`src/rtl/letc_core_pkg.sv`:
```
// Shared LETC core types: memory2-to-writeback bundle, AMO ops and writeback AMO FSM states.
package letc_core_pkg;

  localparam int unsigned XLEN      = 32;
  localparam int unsigned RIDX_W    = 5;
  localparam int unsigned CSR_IDX_W = 12;

  typedef logic [XLEN-1:0] word_t;

  localparam word_t BAD_WORD = 32'hDEADBEEF;

  typedef enum logic [1:0] {
    RD_SRC_ALU = 2'd0,
    RD_SRC_CSR = 2'd1,
    RD_SRC_MEM = 2'd2
  } rd_src_e;

  typedef enum logic [1:0] {
    MEM_OP_NOP   = 2'd0,
    MEM_OP_LOAD  = 2'd1,
    MEM_OP_STORE = 2'd2,
    MEM_OP_AMO   = 2'd3
  } mem_op_e;

  typedef enum logic [3:0] {
    AMO_OP_SWAP = 4'd0,
    AMO_OP_ADD  = 4'd1,
    AMO_OP_AND  = 4'd2,
    AMO_OP_OR   = 4'd3,
    AMO_OP_XOR  = 4'd4,
    AMO_OP_MIN  = 4'd5,
    AMO_OP_MAX  = 4'd6,
    AMO_OP_MINU = 4'd7,
    AMO_OP_MAXU = 4'd8
  } amo_alu_op_e;

  typedef enum logic {
    WB_AMO_IDLE = 1'b0,
    WB_AMO_SENT = 1'b1
  } wb_amo_state_e;

  typedef struct packed {
    rd_src_e               rd_src;
    logic                  rd_we;
    logic [RIDX_W-1:0]     rd_idx;
    word_t                 alu_result;
    word_t                 csr_old_val;
    word_t                 mem_rdata;
    word_t                 rs2_val;
    mem_op_e               mem_op;
    amo_alu_op_e           amo_alu_op;
    logic                  csr_expl_wen;
    logic [CSR_IDX_W-1:0]  csr_idx;
    word_t                 csr_new_val;
  } m2_to_w_s;

endpackage

```
`src/rtl/letc_core_forwarder_if.sv`:
```
// Forwarding source bundle published by a pipeline stage to the hazard/bypass logic.
interface letc_core_forwarder_if;
  import letc_core_pkg::*;

  logic              instr_produces_rd;
  logic [RIDX_W-1:0] rd_idx;
  logic              rd_val_avail;
  word_t             rd_val;

  modport stage  (output instr_produces_rd, rd_idx, rd_val_avail, rd_val);
  modport hazard (input  instr_produces_rd, rd_idx, rd_val_avail, rd_val);
endinterface

```
`src/rtl/letc_core_amo_alu.sv`:
```
// Combinational AMO read-modify-write ALU: a is the old memory value, b is rs2.
module letc_core_amo_alu
  import letc_core_pkg::*;
(
  input  amo_alu_op_e op,
  input  word_t       a,
  input  word_t       b,
  output word_t       result
);

  always_comb begin
    result = BAD_WORD;
    case (op)
      AMO_OP_SWAP: result = b;
      AMO_OP_ADD:  result = a + b;
      AMO_OP_AND:  result = a & b;
      AMO_OP_OR:   result = a | b;
      AMO_OP_XOR:  result = a ^ b;
      AMO_OP_MIN:  result = ($signed(a) < $signed(b)) ? a : b;
      AMO_OP_MAX:  result = ($signed(a) < $signed(b)) ? b : a;
      AMO_OP_MINU: result = (a < b) ? a : b;
      AMO_OP_MAXU: result = (a < b) ? b : a;
      default:     result = BAD_WORD;
    endcase
  end

endmodule

```
`src/rtl/letc_core_stage_writeback.sv`:
```
// LETC writeback stage: retires one instruction per cycle, commits rd/CSR writes,
// issues AMO store-backs and counts retired instructions.
module letc_core_stage_writeback
  import letc_core_pkg::*;
#(
  parameter int unsigned INSTRET_W = 64
) (
  input  logic                  clk,
  input  logic                  rst_n,
  output logic                  w_ready,
  input  logic                  w_flush,
  input  logic                  w_stall,
  input  logic                  m2_to_w_valid,
  input  m2_to_w_s              m2_to_w,
  output logic                  rf_we,
  output logic [RIDX_W-1:0]     rf_widx,
  output word_t                 rf_wdata,
  output logic                  csr_we,
  output logic [CSR_IDX_W-1:0]  csr_widx,
  output word_t                 csr_wdata,
  output logic                  amo_st_valid,
  input  logic                  amo_st_ready,
  output word_t                 amo_st_addr,
  output word_t                 amo_st_data,
  letc_core_forwarder_if.stage  w_forwarder,
  output logic                  retire,
  output logic [INSTRET_W-1:0]  instret
);

  m2_to_w_s               ff_in;
  logic                   ff_in_valid;
  wb_amo_state_e          state;
  wb_amo_state_e          state_next;
  logic                   is_amo;
  logic [INSTRET_W-1:0]   instret_q;

  // Input register; contents are don't-care while ff_in_valid is low
  always_ff @(posedge clk) begin
    if (!rst_n) begin
      ff_in_valid <= 1'b0;
    end else if (!w_stall) begin
      ff_in_valid <= m2_to_w_valid;
    end
  end

  always_ff @(posedge clk) begin
    if (!w_stall) begin
      ff_in <= m2_to_w;
    end
  end

  assign is_amo = ff_in_valid && (ff_in.mem_op == MEM_OP_AMO);

  always_ff @(posedge clk) begin
    if (!rst_n) begin
      state <= WB_AMO_IDLE;
    end else begin
      state <= state_next;
    end
  end

  // SENT remembers an accepted store-back so a stalled AMO never issues twice
  always_comb begin
    state_next   = state;
    amo_st_valid = 1'b0;
    case (state)
      WB_AMO_IDLE: begin
        amo_st_valid = is_amo && !w_flush;
        if (amo_st_valid && amo_st_ready && w_stall) begin
          state_next = WB_AMO_SENT;
        end
      end
      WB_AMO_SENT: begin
        if (!w_stall || w_flush) begin
          state_next = WB_AMO_IDLE;
        end
      end
      default: state_next = WB_AMO_IDLE;
    endcase
  end

  assign w_ready = !((state == WB_AMO_IDLE) && is_amo && !amo_st_ready);

  assign retire = ff_in_valid && !w_flush && !w_stall;

  always_comb begin
    rf_wdata = BAD_WORD;
    case (ff_in.rd_src)
      RD_SRC_ALU: rf_wdata = ff_in.alu_result;
      RD_SRC_CSR: rf_wdata = ff_in.csr_old_val;
      RD_SRC_MEM: rf_wdata = ff_in.mem_rdata;
      default:    rf_wdata = BAD_WORD;
    endcase
  end

  assign rf_we     = retire && ff_in.rd_we && (ff_in.rd_idx != RIDX_W'(0));
  assign rf_widx   = ff_in.rd_idx;

  assign csr_we    = retire && ff_in.csr_expl_wen;
  assign csr_widx  = ff_in.csr_idx;
  assign csr_wdata = ff_in.csr_new_val;

  assign amo_st_addr = ff_in.alu_result;

  letc_core_amo_alu u_amo_alu (
    .op     (ff_in.amo_alu_op),
    .a      (ff_in.mem_rdata),
    .b      (ff_in.rs2_val),
    .result (amo_st_data)
  );

  assign w_forwarder.instr_produces_rd = ff_in_valid && ff_in.rd_we;
  assign w_forwarder.rd_idx            = ff_in.rd_idx;
  assign w_forwarder.rd_val_avail      = 1'b1;
  assign w_forwarder.rd_val            = rf_wdata;

  always_ff @(posedge clk) begin
    if (!rst_n) begin
      instret_q <= '0;
    end else if (retire) begin
      instret_q <= instret_q + INSTRET_W'(1);
    end
  end

  assign instret = instret_q;

  // An accepted store-back cannot be recalled, so flushing in SENT is an ordering bug
  a_no_flush_in_sent: assert property (@(posedge clk) disable iff (!rst_n)
    !((state == WB_AMO_SENT) && w_flush));

endmodule

```
`src/flat_wrapper.sv`:
```
// flat-port wrapper written by rule: the top's interface ports become plain ports
module letc_core_stage_writeback_flat import letc_core_pkg::*;
#(
  parameter int unsigned INSTRET_W = 64
)
  (clk, rst_n, w_ready, w_flush, w_stall, m2_to_w_valid, m2_to_w, rf_we, rf_widx, rf_wdata, csr_we, csr_widx, csr_wdata, amo_st_valid, amo_st_ready, amo_st_addr, amo_st_data, retire, instret, w_forwarder_instr_produces_rd, w_forwarder_rd_idx, w_forwarder_rd_val_avail, w_forwarder_rd_val);
  letc_core_forwarder_if w_forwarder_i ();
  input  logic clk;
  input  logic rst_n;
  output logic w_ready;
  input  logic w_flush;
  input  logic w_stall;
  input  logic m2_to_w_valid;
  input  m2_to_w_s m2_to_w;
  output logic rf_we;
  output logic [RIDX_W-1:0] rf_widx;
  output word_t rf_wdata;
  output logic csr_we;
  output logic [CSR_IDX_W-1:0] csr_widx;
  output word_t csr_wdata;
  output logic amo_st_valid;
  input  logic amo_st_ready;
  output word_t amo_st_addr;
  output word_t amo_st_data;
  output logic retire;
  output logic [INSTRET_W-1:0] instret;
  output wire logic [$bits(w_forwarder_i.instr_produces_rd)-1:0] w_forwarder_instr_produces_rd;
  output wire logic [$bits(w_forwarder_i.rd_idx)-1:0] w_forwarder_rd_idx;
  output wire logic [$bits(w_forwarder_i.rd_val_avail)-1:0] w_forwarder_rd_val_avail;
  output wire logic [$bits(w_forwarder_i.rd_val)-1:0] w_forwarder_rd_val;
  assign w_forwarder_instr_produces_rd = w_forwarder_i.instr_produces_rd;
  assign w_forwarder_rd_idx = w_forwarder_i.rd_idx;
  assign w_forwarder_rd_val_avail = w_forwarder_i.rd_val_avail;
  assign w_forwarder_rd_val = w_forwarder_i.rd_val;
  letc_core_stage_writeback #(.INSTRET_W(INSTRET_W)) u_core (.clk(clk), .rst_n(rst_n), .w_ready(w_ready), .w_flush(w_flush), .w_stall(w_stall), .m2_to_w_valid(m2_to_w_valid), .m2_to_w(m2_to_w), .rf_we(rf_we), .rf_widx(rf_widx), .rf_wdata(rf_wdata), .csr_we(csr_we), .csr_widx(csr_widx), .csr_wdata(csr_wdata), .amo_st_valid(amo_st_valid), .amo_st_ready(amo_st_ready), .amo_st_addr(amo_st_addr), .amo_st_data(amo_st_data), .w_forwarder(w_forwarder_i), .retire(retire), .instret(instret));
endmodule
```
`config.mk`:
```
export PLATFORM = sky130hd
export DESIGN_NAME = letc_core_stage_writeback_flat
export DESIGN_NICKNAME = d
export VERILOG_FILES = /design/src/rtl/letc_core_pkg.sv /design/src/rtl/letc_core_forwarder_if.sv /design/src/rtl/letc_core_amo_alu.sv /design/src/rtl/letc_core_stage_writeback.sv /design/src/flat_wrapper.sv
export SDC_FILE = /design/constraint.sdc
export NUM_CORES = 1
export LEC_CHECK = 0
export ABC_AREA = 1
export CAP_MARGIN = 10
export CORE_MARGIN = 3
export CORE_UTILIZATION = 45
export DETAILED_ROUTE_END_ITERATION = 8
export PLACE_DENSITY = 0.77
export SYNTH_ARGS = -nofsm -noshare
export SYNTH_HDL_FRONTEND = slang
export SYNTH_HIERARCHICAL = 1
export SYNTH_SLANG_ARGS = --single-unit
export TNS_END_PERCENT = 5
```
`constraint.sdc`:
```
create_clock -name clk -period 3.5 [get_ports clk]
set_input_delay 0.35 -clock clk [delete_from_list [all_inputs] [get_ports clk]]
set_output_delay 0.35 -clock clk [all_outputs]
set_load 0.03 [all_outputs]
```
==> PnR_summary.wiki, run 1 <==
{| class="wikitable"
! Metric !! Value
|-
| Layout net count || roughly 3000
|-
| Antenna violations before repair || 14
|-
| Max transition margin || 39.9%
|-
| Gate count after technology mapping || around 2300
|-
| #FFs+latches synth || approximately 250
|-
| Worst slew pin tran || approximately 900 ps
|-
| Post-detailed-route wirelength per cell || 23.1 um
|-
| Register area share after synthesis || roughly two fifths
|-
| Series of cell instances along the critical path || inv_2 -> ha_4 -> inv_1 -> nand2_1 -> nor3_2 -> nand2_1 -> nand2_2 -> nand2_2 -> nand2_4 -> nand2_8 -> buf_6 -> buf_4 -> buf_4 -> a21oi_2 -> nor2_1 -> nor2_1 -> nand2_1 -> inv_1 -> nand2_2 -> buf_12
|-
| Gp weighted congestion || just over 1
|-
| Number of buffers added to fix hold violations after cts || 0
|-
| Largest area contributor in the netlist || edfxtp_1
|-
| Area of the die || around 41000 sq um
|-
| Clock period minus final worst setup slack || approximately 3600 ps
|-
| Drt initial violations || ~1700
|-
| Initial standard-cell utilization of the core || 46.2%
|-
| Clock transition time at the flip-flop clock pins of the worst setup and hold paths || ~60 ps
|-
| Crit Path Max Fanout || 7
|-
| Kind of cell adding the most delay to the critical path || simple AND/OR/NAND/NOR gates
|-
| Most common cell after layout, fill and taps aside || nand2_1
|-
| Outcome || complete, but fails checks
|-
| Site Rows || 70
|-
| Endpoint arrival time on the critical path || between 3000 and 4000 ps
|-
| Worst Reg2Reg Path Length in Cells || 10
|-
| H-tree depth || 1
|-
| Worst hold-check path type || primary input to flop
|-
| Clock insertion delay at the later pin of the skew report || roughly 600 ps
|-
| Total routing resource utilization after global routing || a little over a third
|-
| Estimated wirelength of the detail-placed design || slightly below 60 mm
|-
| Router iterations before antenna repair || 5
|-
| Depth of the critical timing path with buffers and inverters included || 20
|-
| Via count of the routed design || around 18000
|-
| Final hold slack || just under 300 ps
|-
| Vertical extent of the die || 201 um
|-
| Count of clock tree sinks || roughly 250
|-
| Mapped cell area || 17200 sq um
|-
| Antenna Violating Nets Remaining || 0
|-
| Crit path setup slack, layout || -136 ps
|-
| Post-synth EDFFs || approximately 190
|-
| Overall routed net length || 76.2 mm
|-
| Yosys cell types || between 50 and 60
|-
| Kind of start point of the critical path || flop
|-
| Number of DRC violations after detailed routing || 0
|-
| Data required time at the worst endpoint || ~3200 ps
|-
| Main area contributors after synthesis || edfxtp_1 (33%), nand2_1 (12%), dfxtp_1 (7.7%), nand3_1 (7.1%), ha_1 (7.1%)
|-
| Number of max-slew violations in the final report || 0
|-
| Yosys synthesis warning count || 6
|-
| Maximum number of buffers from clock root to sink || 3
|-
| Worst vdd rail ir drop || approximately 0.46 mV
|-
| Largest net degree at the start of global routing || 55
|-
| Buf/Inv on CP || 7
|-
| Cell area power density || about 430 nW/um^2
|-
| Wire length of the first global-routing pass || 111 mm
|-
| Number of global-route vias before repair || around 18000
|-
| CTS tree || yes
|-
| Cell depth of the worst hold path || 1
|-
| Proportion of synthesized flip-flops having asynchronous set or reset || 0%
|-
| Total nets after synthesis || around 2600
|-
| Mean cell area of the mapped netlist || 7.54 sq um
|-
| Area of the core region || roughly 37000 sq um
|-
| Via density per instance || 5.55
|-
| Unrepaired setup endpoints after global routing || yes
|-
| Final setup violation count || 30
|-
| Ratio of cells with drive above 1 in the final layout || between 15 and 20%
|-
| GR Overflow Total || 0
|-
| Count of buffers from port buffering || roughly 440
|-
| Maximum capacitance violations || 0
|-
| Die width || slightly above 200 um
|-
| Critical-path cell with the highest stage delay || edfxtp_1
|-
| Final period util || 104%
|-
| Highest clock frequency the design can meet || 275 MHz
|-
| Main synth FF type || edfxtp_1
|-
| Count of final hold-check violations || 0
|-
| Worst-case setup slack after placement || 140 ps
|-
| Layout-stage area growth over the synthesis result || 43.0%
|-
| Crit path largest cell delay || about 400 ps
|-
| Clock Skew || about 31 ps
|-
| I/O pin count || between 400 and 500
|-
| Static power due to leakage || between 9 and 10 nW
|-
| Number of buffers created by CTS || 29
|-
| Kind of critical path || flop to output pin
|-
| Clock root cell || clkbuf_16
|-
| Commonest cells after routing, fill and taps aside || nand2_1 (501), clkdlybuf4s50_1 (412), nor2_1 (250)
|-
| Crit path capture type || output pin
|-
| Fraction of post-synthesis cell area in the top cell type by area || between 30% and 40%
|-
| Violated checks || negative setup slack
|}
power by group:
group	total [mW]	switching, mW	leakage [nW]	internal, mW
registers	3.53	0.110	2.36	3.42
logic	4.01	2.35	7.19	1.66
clock network	2.94	1.30	0.441	1.64
total	10.5	3.76	9.99	6.72
layout make-up:
type                       instances  area [sq um]
clock inverter                    13           116
inverter                         264          1000
antenna                            8          20.0
multi-input combinational       1581          8800
clock buffer                      41           781
tap                              504           631
sequential                       253          6940
timing repair buffer             631          6270
fill                            3184         12600
cell usage after synthesis (25+ instances only):
cell        n
a21oi_1   114
buf_4     121
clkbuf_1   49
dfxtp_1    66
edfxtp_1  187
ha_1       97
inv_1     257
nand2_1   542
nand3_1   243
nand4_1    29
nor2_1    270
o21ai_0   108
o22ai_1    25
layer usage:
layer / vias to the layer above / routed length, um / GRT usage (%) / part of all wire (%)
li1: 8418 / - / - / -
met1: 8598 / 27300 / 41.7 / 36
met2: 1034 / 36800 / 62.6 / 48
met3: 235 / 7620 / 8.46 / 10
met4: 10 / 4360 / 17.6 / 5.7
met5: - / 69 / 0 / 0.091
final timing paths:
kind	startpoint	endpoint	slack, ps
max	u_core/ff_in[90]	amo_st_data[27]	-140
min	m2_to_w[153]	u_core/amo_st_addr[6]	290
max reg2reg	u_core/instret[1]	u_core/instret[56]	1530
min reg2reg	u_core/instret[23]	u_core/instret[23]	510
registers in the layout (all words and copies together), names as in the netlist:
register / cells
u_core/rf_widx: 5
u_core/amo_st_addr: 32
u_core/csr_wdata: 32
u_core/ff_in_valid: 1
u_core/state: 1
u_core/instret: 64
u_core/ff_in: 106
u_core/csr_widx: 12
what timing repair did:
action                                  in CTS  in global routing
resized for setup                          165                 69
pin swaps                                   36                 24
setup buffers                               57                  8
endpoints found under the setup margin      32                 32
endpoints found under the hold margin        0                  0
gates cloned                                 2                  0
logic make-up after synthesis:
logic type | synth area share, %
and+or+nand+nor | 29.4
buffers and inverters | 12.4
AOI/OAI and AO/OA | 10.1
DFF | 40.4
adders and majority gates | 7.18
xor gates and xnor gates | 0.459
other | 0.0218
through the flow:
| step | cells | cell area, sq um | util (%) | total power, mW | setup TNS, ps |
|---|---|---|---|---|---|
| final | 3295 | 24600 | 66.2 | 10.5 | -2110 |
| after floorplan | 2279 | 17200 | - | 5.47 | 0 |
| after detailed placement | 3166 | 22300 | 60.0 | 7.06 | 0 |
| after global routing | 3292 | 24600 | 66.1 | 10.8 | -5950 |
| after CTS | 3279 | 24300 | 65.4 | 10.4 | -1600 |
| after global placement | 3166 | 22300 | 60.0 | 7.04 | 0 |
(Power assumes the default switching activity.)
==> run 2, diff against run 1 <==
Settings changed: SLEW_MARGIN set to 40.
==> run 2 against run 1 <==
  * The run still ends with negative setup slack left
  * Sequential share of layout area is 0.26 points lower
  * Register-to-register slack about the same
  * Global-route usage is 0.078 points lower
  * Flip-flop and latch count unchanged
  * Total power up 4.5%
  * Clock skew decreased by 3.3 ps
  * Die area did not move
  * Clock power increased by 15%
  * Non-clock buffer count down 2
  * Via count rose by 0.83%
  * Cell area is 0.95% higher
  * First-iteration DRC count up 0.30%
  * Largest power group unchanged
==> PnR_summary.wiki, run 2 (same netlist as run 1, synthesis figures left out) <==
{| class="wikitable"
! Metric !! Value
|-
| Maximum number of buffers from clock root to sink || 3 (unchanged)
|-
| Clock Skew || 27.4 ps (-3.27 ps)
|-
| Ratio of cells with drive above 1 in the final layout || 18.1% (+0.54 points)
|-
| Via count of the routed design || 18400 (+0.83%)
|-
| Initial standard-cell utilization of the core || 46.2% (unchanged)
|-
| Gp weighted congestion || 1.03 (unchanged)
|-
| Overall routed net length || 77.2 mm (+1.3%)
|-
| Combinational power share || 37.0% (-1.2 points)
|-
| CTS tree || yes
|-
| Antenna Violating Nets Remaining || 0 (unchanged)
|-
| Number of buffers created by CTS || 28 (-3.4%)
|-
| Estimated wirelength of the detail-placed design || 59.4 mm (about the same)
|-
| Crit path capture type || output pin
|-
| Site Rows || 70 (unchanged)
|-
| Clock transition time at the flip-flop clock pins of the worst setup and hold paths || 60 ps (about the same)
|-
| Share of power burned in registers || 32.2% (-1.5 points)
|-
| Unrepaired setup endpoints after global routing || yes
|-
| Layout-stage area growth over the synthesis result || 44.4%
|-
| Count of clock tree sinks || 253 (unchanged)
|-
| Final standard cell utilization of the core || 66.8% (+0.63 points)
|-
| Number of max-slew violations in the final report || 0 (unchanged)
|-
| Total routing resource utilization after global routing || 35.9% (-0.078 points)
|-
| I/O pin count || 446 (unchanged)
|-
| Final period util || 103% (-0.66 points)
|-
| Crit path setup slack, layout || -113 ps (+23.2 ps)
|-
| Die width || 201 um (unchanged)
|-
| Via density per instance || 5.61 (+1.0%)
|-
| Area of the die || 40500 sq um (unchanged)
|-
| Sw Share || 34.8% (-1.1 points)
|-
| Wire length of the first global-routing pass || 111 mm (+0.15%)
|-
| Commonest cells after routing, fill and taps aside || nand2_1 (495), clkdlybuf4s50_1 (412), nor2_1 (247)
|-
| Antenna violations before repair || 10 (-4)
|-
| Kind of start point of the critical path || flop
|-
| Setup total negative slack || -2110 ps (+1.18 ps)
|-
| Worst-case setup slack after placement || 127 ps (-12.7 ps)
|-
| Count of buffers from port buffering || 444 (unchanged)
|-
| Register containing the most flip-flops in the final layout || u_core/ff_in
|-
| Worst vdd rail ir drop || 0.474 mV (+2.6%)
|-
| Number of DRC violations after detailed routing || 0 (unchanged)
|-
| Switching power || 3.81 mW (+1.3%)
|-
| Cell area power density || 442 nW/um^2 (+3.6%)
|-
| Area of the core region || 37100 sq um (unchanged)
|-
| Layout net count || 3048 (-0.098%)
|-
| Post-detailed-route wirelength per cell || 23.5 um (+1.5%)
|-
| Clock period minus final worst setup slack || 3610 ps (-23.2 ps)
|-
| Maximum capacitance violations || 0 (unchanged)
|-
| Count of final hold-check violations || 0 (unchanged)
|-
| Relative contribution of the clock network to total power || 30.7% (+2.6 points)
|-
| Drt initial violations || 1673 (+0.30%)
|-
| Most common cell after layout, fill and taps aside || nand2_1
|-
| Endpoint arrival time on the critical path || 3260 ps (-30 ps)
|-
| Worst slew pin tran || 797 ps (-104 ps)
|-
| Total power after layout || 11.0 mW (+4.5%)
|-
| Data required time at the worst endpoint || 3150 ps (about the same)
|-
| Crit Path Max Fanout || 7 (unchanged)
|-
| Static power due to leakage || 10.1 nW (+0.72%)
|-
| Highest clock frequency the design can meet || 277 MHz (+0.64%)
|-
| Max FFs per register || 106 (unchanged)
|-
| Cell-internal power || 7.15 mW (+6.3%)
|-
| Worst hold-check path type || primary input to flop
|-
| Outcome || complete, but fails checks
|-
| Max transition margin || 46.9% (+7.0 points)
|-
| Kind of critical path || flop to output pin
|-
| Clock root cell || clkbuf_16
|-
| Largest net degree at the start of global routing || 55 (unchanged)
|-
| Clock insertion delay at the later pin of the skew report || 600 ps (about the same)
|-
| H-tree depth || 1 (unchanged)
|-
| Router iterations before antenna repair || 6 (+1)
|-
| Violated checks || negative setup slack
|-
| Vertical extent of the die || 201 um (unchanged)
|-
| GR Overflow Total || 0 (unchanged)
|-
| Number of global-route vias before repair || 18100 (-0.18%)
|-
| Final setup violation count || 32 (+6.7%)
|}
-- run 2: cell types whose count changed in the layout (fill, tap and decap cells not counted), moves of 6 or more --
| cell | delta |
|---|---|
| inv_1 | +8 |
| buf_4 | -7 |
| bufinv_16 | +7 |
| nand3_1 | -8 |
| buf_6 | +8 |
| clkbuf_1 | -9 |
| inv_2 | -8 |
| nand2_1 | -6 |
| nand3_2 | +8 |
-- run 2: area by class of cell --
| class | instances | area, sq um |
|---|---|---|
| Sequential cell | 253 | 6940 |
| Multi-Input combinational cell | 1581 | 8900 |
| Antenna cell | 7 | 17.5 |
| Clock buffer | 30 | 708 |
| Fill cell | 3144 | 12300 |
| Timing Repair Buffer | 629 | 6270 |
| Tap cell | 504 | 631 |
| Inverter | 264 | 1000 |
| Clock inverter | 20 | 329 |
-- run 2: final timing paths --
kind	start	end	slack, ps	cells after the start
hold reg to reg	u_core/instret[23]	u_core/instret[23]	510	1
hold / removal	m2_to_w[164]	u_core/amo_st_addr[17]	300	1
setup / recovery	u_core/ff_in[108]	amo_st_data[5]	-110	17
setup reg to reg	u_core/instret[1]	u_core/instret[56]	1540	10
-- run 2: critical path: stages (launching register included) --
cell	delay, ps
edfxtp_1	420
buf_4	200
ha_1	230
o21ai_1	200
nand2_1	70
nand2_1	60
nand2_1	80
a21oi_4	240
buf_6	180
nand3_4	140
nand2_8	180
buf_12	160
nand2_4	50
nand3_2	80
nand2_1	70
inv_1	70
nand2_2	70
buf_12	140
-- run 2: repair_timing --
item,CTS,global route
cloned,1,3
resized for setup,138,112
endpoints found under the setup margin,32,32
buffers inserted,36,25
hold buffers,0,0
pin swaps,19,40
-- run 2: power groups by stage --
stage,Sequential [mW],Clock [mW],Combinational (mW)
5_1_grt,3.55,3.53,4.24
2_1_floorplan,3.57,0,1.90
6_report,3.53,3.37,4.06
3_3_place_gp,3.59,0,3.45
3_5_place_dp,3.59,0,3.47
4_1_cts,3.53,3.40,3.75
-- run 2: through the flow --
step                hold slack [ps]  cell area, sq um  std cells
floorplan                       429             17200       2279
global placement                494             22300       3166
detailed placement              496             22300       3166
CTS                             283             24100       3253
global route                    292             24800       3284
finish                          303             24800       3288
-- run 2: routing by layer --
layer / global-route usage [%] / up-vias / routed length, um
li1: - / 8408 / -
met1: 41.9 / 8701 / 27900
met2: 63.5 / 1086 / 37900
met3: 7.96 / 245 / 7490
met4: 15.3 / 6 / 3830
met5: 0 / - / 43
